==> src/rtl/stream_serializer_if.sv <==
// stream_serializer_if: handshake bundle for the narrowing serializer.
//   push side : io_push_valid/ready, io_push_payload (IN_WIDTH), io_push_count (CW),
//               io_push_last
//   pop side  : io_pop_valid/ready, io_pop_payload (OUT_WIDTH), io_pop_last
//   control   : io_flush (in), io_busy (out)
// modport slave  - the serializer itself
// modport master - its environment (word producer plus the downstream FIFO ready)
interface stream_serializer_if #(
  parameter int IN_WIDTH  = 32,
  parameter int OUT_WIDTH = 8
);
  localparam int RATIO = IN_WIDTH / OUT_WIDTH;
  localparam int CW    = (RATIO > 1) ? $clog2(RATIO) : 1;

  logic                 io_push_valid;
  logic                 io_push_ready;
  logic [IN_WIDTH-1:0]  io_push_payload;
  logic [CW-1:0]        io_push_count;
  logic                 io_push_last;
  logic                 io_pop_valid;
  logic                 io_pop_ready;
  logic [OUT_WIDTH-1:0] io_pop_payload;
  logic                 io_pop_last;
  logic                 io_flush;
  logic                 io_busy;

  modport slave (
    input  io_push_valid, io_push_payload, io_push_count, io_push_last,
    input  io_pop_ready, io_flush,
    output io_push_ready, io_pop_valid, io_pop_payload, io_pop_last, io_busy
  );

  modport master (
    output io_push_valid, io_push_payload, io_push_count, io_push_last,
    output io_pop_ready, io_flush,
    input  io_push_ready, io_pop_valid, io_pop_payload, io_pop_last, io_busy
  );
endinterface

==> src/rtl/stream_serializer.sv <==
// stream_serializer: narrowing width adapter. Takes IN_WIDTH-bit words with a
// beat count (count+1 beats) and a packet-end flag, emits OUT_WIDTH-bit beats.
//   clk   - rising-edge clock
//   reset - asynchronous, active-low
//   io    - stream_serializer_if.slave (push stream, pop stream, flush, busy)
// Build option: define STREAM_SERIALIZER_MSB_FIRST_EN to emit beats MSB-first
// (default is LSB-first). Handshake, latency and last behaviour are unchanged.
module stream_serializer #(
  parameter int IN_WIDTH  = 32,
  parameter int OUT_WIDTH = 8
) (
  input logic               clk,
  input logic               reset,
  stream_serializer_if.slave io
);
  localparam int RATIO = IN_WIDTH / OUT_WIDTH;
  localparam int CW    = (RATIO > 1) ? $clog2(RATIO) : 1;
  localparam logic [CW-1:0] MAX_CNT = CW'(RATIO - 1);

  typedef enum logic {IDLE = 1'b0, SHIFT = 1'b1} state_t;

  state_t               r_state;
  logic [IN_WIDTH-1:0]  r_word;
  logic [CW-1:0]        r_remaining;
  logic                 r_last;

  logic                 w_push_ready;
  logic                 w_push_fire;
  logic                 w_pop_fire;
  logic [CW-1:0]        w_count;
  logic [IN_WIDTH-1:0]  w_word_shifted;

  // Counts above RATIO-1 only exist when RATIO is not a power of two.
  generate
    if ((1 << CW) == RATIO) begin : g_pow2
      assign w_count = io.io_push_count;
    end else begin : g_clamp
      assign w_count = (io.io_push_count > MAX_CNT) ? MAX_CNT : io.io_push_count;
    end
  endgenerate

  // A new word is taken when nothing is held, or as the last beat of the
  // held word leaves, which gives back-to-back words without a bubble.
  // Gated with reset so the push side is closed while reset is asserted.
  assign w_push_ready = reset && !io.io_flush &&
                        ((r_state == IDLE) || ((r_remaining == '0) && io.io_pop_ready));
  assign w_push_fire  = io.io_push_valid && w_push_ready;
  assign w_pop_fire   = (r_state == SHIFT) && io.io_pop_ready;

`ifdef STREAM_SERIALIZER_MSB_FIRST_EN
  assign io.io_pop_payload = r_word[IN_WIDTH-1 -: OUT_WIDTH];
  assign w_word_shifted    = r_word << OUT_WIDTH;
`else
  assign io.io_pop_payload = r_word[OUT_WIDTH-1:0];
  assign w_word_shifted    = r_word >> OUT_WIDTH;
`endif

  assign io.io_push_ready = w_push_ready;
  assign io.io_pop_valid  = (r_state == SHIFT);
  assign io.io_pop_last   = (r_state == SHIFT) && (r_remaining == '0) && r_last;
  assign io.io_busy       = (r_state == SHIFT);

  always_ff @(posedge clk or negedge reset) begin
    if (!reset) begin
      r_state     <= IDLE;
      r_word      <= '0;
      r_remaining <= '0;
      r_last      <= 1'b0;
    end else if (io.io_flush) begin
      // Held word is dropped; a beat popped in this cycle was already legal.
      r_state     <= IDLE;
      r_word      <= '0;
      r_remaining <= '0;
      r_last      <= 1'b0;
    end else begin
      case (r_state)
        IDLE: begin
          if (w_push_fire) begin
            r_state     <= SHIFT;
            r_word      <= io.io_push_payload;
            r_remaining <= w_count;
            r_last      <= io.io_push_last;
          end
        end
        SHIFT: begin
          if (w_pop_fire) begin
            if (r_remaining != '0) begin
              r_word      <= w_word_shifted;
              r_remaining <= r_remaining - CW'(1);
            end else if (w_push_fire) begin
              r_word      <= io.io_push_payload;
              r_remaining <= w_count;
              r_last      <= io.io_push_last;
            end else begin
              r_state     <= IDLE;
            end
          end
        end
        default: r_state <= IDLE;
      endcase
    end
  end
endmodule

==> src/flat_wrapper.sv <==
// flat-port wrapper written by rule: the top's interface ports become plain ports
module stream_serializer_flat 
#(
  parameter int IN_WIDTH  = 32,
  parameter int OUT_WIDTH = 8
)
  (clk, reset, io_io_push_valid, io_io_push_payload, io_io_push_count, io_io_push_last, io_io_pop_ready, io_io_flush, io_io_push_ready, io_io_pop_valid, io_io_pop_payload, io_io_pop_last, io_io_busy);
  stream_serializer_if #(.IN_WIDTH(IN_WIDTH), .OUT_WIDTH(OUT_WIDTH)) io_i ();
  input logic clk;
  input logic reset;
  input wire logic [$bits(io_i.io_push_valid)-1:0] io_io_push_valid;
  input wire logic [$bits(io_i.io_push_payload)-1:0] io_io_push_payload;
  input wire logic [$bits(io_i.io_push_count)-1:0] io_io_push_count;
  input wire logic [$bits(io_i.io_push_last)-1:0] io_io_push_last;
  input wire logic [$bits(io_i.io_pop_ready)-1:0] io_io_pop_ready;
  input wire logic [$bits(io_i.io_flush)-1:0] io_io_flush;
  output wire logic [$bits(io_i.io_push_ready)-1:0] io_io_push_ready;
  output wire logic [$bits(io_i.io_pop_valid)-1:0] io_io_pop_valid;
  output wire logic [$bits(io_i.io_pop_payload)-1:0] io_io_pop_payload;
  output wire logic [$bits(io_i.io_pop_last)-1:0] io_io_pop_last;
  output wire logic [$bits(io_i.io_busy)-1:0] io_io_busy;
  assign io_i.io_push_valid = io_io_push_valid;
  assign io_i.io_push_payload = io_io_push_payload;
  assign io_i.io_push_count = io_io_push_count;
  assign io_i.io_push_last = io_io_push_last;
  assign io_i.io_pop_ready = io_io_pop_ready;
  assign io_i.io_flush = io_io_flush;
  assign io_io_push_ready = io_i.io_push_ready;
  assign io_io_pop_valid = io_i.io_pop_valid;
  assign io_io_pop_payload = io_i.io_pop_payload;
  assign io_io_pop_last = io_i.io_pop_last;
  assign io_io_busy = io_i.io_busy;
  stream_serializer #(.IN_WIDTH(IN_WIDTH), .OUT_WIDTH(OUT_WIDTH)) u_core (.clk(clk), .reset(reset), .io(io_i));
endmodule
==> config.mk <==
export PLATFORM = sky130hd
export DESIGN_NAME = stream_serializer_flat
export DESIGN_NICKNAME = d
export VERILOG_FILES = /design/src/rtl/stream_serializer_if.sv /design/src/rtl/stream_serializer.sv /design/src/flat_wrapper.sv
export SDC_FILE = /design/constraint.sdc
export NUM_CORES = 1
export LEC_CHECK = 0
export CAP_MARGIN = 20
export CELL_PAD_IN_SITES_DETAIL_PLACEMENT = 2
export CELL_PAD_IN_SITES_GLOBAL_PLACEMENT = 2
export CORE_MARGIN = 3
export CORE_UTILIZATION = 24
export DETAILED_ROUTE_END_ITERATION = 6
export GPL_TIMING_DRIVEN = 0
export PLACE_DENSITY_LB_ADDON = 0.3
export REMOVE_ABC_BUFFERS = 1
export SETUP_SLACK_MARGIN = 0.3
export SYNTH_ARGS = -nofsm -noshare
export SYNTH_HDL_FRONTEND = slang
export SYNTH_SLANG_ARGS = --single-unit
==> constraint.sdc <==
create_clock -name clk -period 1.9 [get_ports clk]
set_clock_uncertainty 0.2 [all_clocks]
set_input_delay 0.38 -clock clk [delete_from_list [all_inputs] [get_ports clk]]
set_output_delay 0.38 -clock clk [all_outputs]
set_load 0.1 [all_outputs]
==> metrics <==
Synth area leader dfrtp_1; Seq/Total Area, Yosys a little over half; fin crit period around 2100 ps; Area Growth Syn to Fin 65.3%; DR DRC count 0; critical path required time approximately 1300 ps; Iter 0 DRT Violations 23; failing checks negative hold slack, negative setup slack; area of the core roughly 6600 um2; Main synth FF type dfrtp_1; CTS tree done; Cell Area, Synth between 1500 and 2000 um2; f_max 482 MHz; Hold Slack -154 ps; Netlist cell types 26; Ports 52; worst path cell trace or3b_4, a21oi_4, buf_12; type of element capturing the critical path primary output; worst hold path type in -> async; CTS HTree Levels 2; GRT Util Overall between 10 and 15%; EDFF count, synth 0; worst skew pair latency slightly below 300 ps; gate count after technology mapping 181; Setup WS post-layout -176 ps; busiest grt layer met2; r2r setup slk -170 ps; global-route wire length before repair 8340 um; number of global-route vias before repair 1683; Post-Layout Cell Count between 300 and 400; fill cell count about 700; port buffer count between 50 and 60; dpl hpwl between 3000 and 4000 um; antenna cells 0; CP max FO 4; Final Max Slew Viols 0; vias 1549; Max clock buf depth 2; placed insts 310; crit path kind reg -> out; Crit path buffers/inverters 1; RSZ-0062 raised after global routing true; starting density of the core about 26%; share of the synthesized area in the top cell type between 50% and 60%; Area contributors post-synth dfrtp_1 (54%), nand2_1 (15%), a22oi_1 (11%), buf_4 (5.8%), o21ai_0 (2.7%); die area 8040 um2; Synthesis Warnings 0; CP startpoint u_core.r_remaining[0]; register area ~900 um2; Final Setup Violations 35; die height approximately 90 um; status finished with violations; Critical R2R Capture u_core.r_word[0]; slowest CP cell dfrtp_2; WL/cell between 15 and 20 um; Max stage delay on crit path approximately 440 ps; GRT met3 Usage around 3.3%; routability cong. between 0.6 and 0.7; Yosys reg bits 36; Worst setup endpoint io_io_push_ready; met1 usage between 15 and 20%; most frequent cells in the layout nand2_1 (50), clkdlybuf4s50_1 (36), dfrtp_1 (34); NumNets Final around 290; syn avg cell area about 9.3 um2; CP delay by family, top flip-flops; CTS Sinks 36; area of the multi-input gates ~760 um2; Synth async-reset ratio between 90% and 100%; worst reg-to-reg path cell count 8; P_leak 1.29 nW; largest net degree at the start of global routing 40; row count 29; Pre-antenna DRT Iters 4; Placed Area ~2300 um2; WP data arrival 1500 ps; layout cell share with drive strength beyond 1 around a third; met2 Resource Use GR ~25%; Detail Route Antenna Nets 0; Least-Margin Pin Slew approximately 450 ps; Routed WL just over 5000 um; Root Buffer clkbuf_8; final period utilization 109%; vias per cell 4.56; Setup crit start kind flop; initial antenna violation count 0; worst reg2reg startpoint u_core.r_remaining[0]; Slew headroom approximately 70%; Peak VDD IR 278 uV; Die W around 90 um; final instance area 2780 um2; grt ovf 0; max_cap viols 0; Power Total 1.85 mW; power per cell area 665 nW/um2; Crit path depth 3; Hold Fails Final Rpt 36; Clk pin slew, worst setup/hold paths approximately 70 ps; Num CTS Buffers 5; commonest non-fill, non-tap cell in the layout nand2_1
area by class of cell:
type,count,share of cell area [%]
timing repair buffer,78,32.2
tap,93,4.19
sequential,36,32.5
clock buffer,7,3.11
inverter,2,0.270
multi-input combinational,123,27.4
clock inverter,1,0.270
cell usage after synthesis, types with 2 or more instances:
cell / instances
nand2_1: 67
clkbuf_1: 3
a21oi_1: 2
buf_4: 13
o21ai_0: 9
a22oi_1: 24
inv_1: 2
mux2i_1: 2
buf_2: 3
nor2_1: 5
dfrtp_1: 36
state kept, by name, indices dropped and copies added (netlist names):
signal / count
u_core.r_remaining: 2
u_core.r_word: 32
u_core.r_last: 1
u_core.io.io_busy: 1
logic make-up (layout without fill, tap and decap cells):
kind of cell	after synthesis	after routing	synth area share, %
multiplexers	2	2	1.19
flip-flops	36	36	53.6
buffers and inverters	22	88	8.04
AO/OA/AOI/OAI	41	41	17.7
AND/OR/NAND/NOR	80	80	19.4
metrics by stage:
step,setup slack (ps),util (%),hold WS [ps],setup TNS (ps)
3_5_place_dp,-1350,34.5,169,-25510
5_1_grt,-252,42.3,-151,-7060
6_report,-176,42.3,-154,-4050
2_1_floorplan,-1860,-,-116,-60010
3_3_place_gp,-3990,33.2,281,-160060
4_1_cts,-174,39.9,-149,-3480
power breakdown:
group | internal (mW) | switching [mW]
logic | 0.203 | 0.235
clock network | 0.295 | 0.281
registers | 0.806 | 0.0263
total | 1.30 | 0.543
worst reg2reg max path: cells and delay by family (launching register included):
| family | cells | cell delay [ps] |
|---|---|---|
| simple gates | 3 | 530 |
| buf+inv | 4 | 600 |
| compound gates | 1 | 250 |
| flops | 1 | 440 |
metal layers:
layer | up-vias | wire length (um)
met4 | 0 | 64
li1 | 733 | -
met5 | - | 0
met2 | 35 | 2750
met1 | 775 | 2130
met3 | 6 | 235
worst min-delay path by stage:
| stage | startpoint | to | slack [ps] |
|---|---|---|---|
| after floorplan | reset | u_core.io.io_busy | -120 |
| after global placement | u_core.r_word[24] | u_core.r_word[16] | 280 |
| after detailed placement | reset | u_core.r_word[4] | 170 |
| after CTS | reset | u_core.r_word[1] | -150 |
| after global routing | reset | u_core.r_word[4] | -150 |
| final | reset | u_core.r_word[4] | -150 |
timing repair:
item                       in CTS  in global routing
gates resized for setup        95                 37
pin swaps                       3                 18
buffers inserted               15                  4
hold endpoints to repair       36                 36
setup endpoints to repair      47                 40
gates cloned                    2                  1
Power figures use the tool's default switching activity.
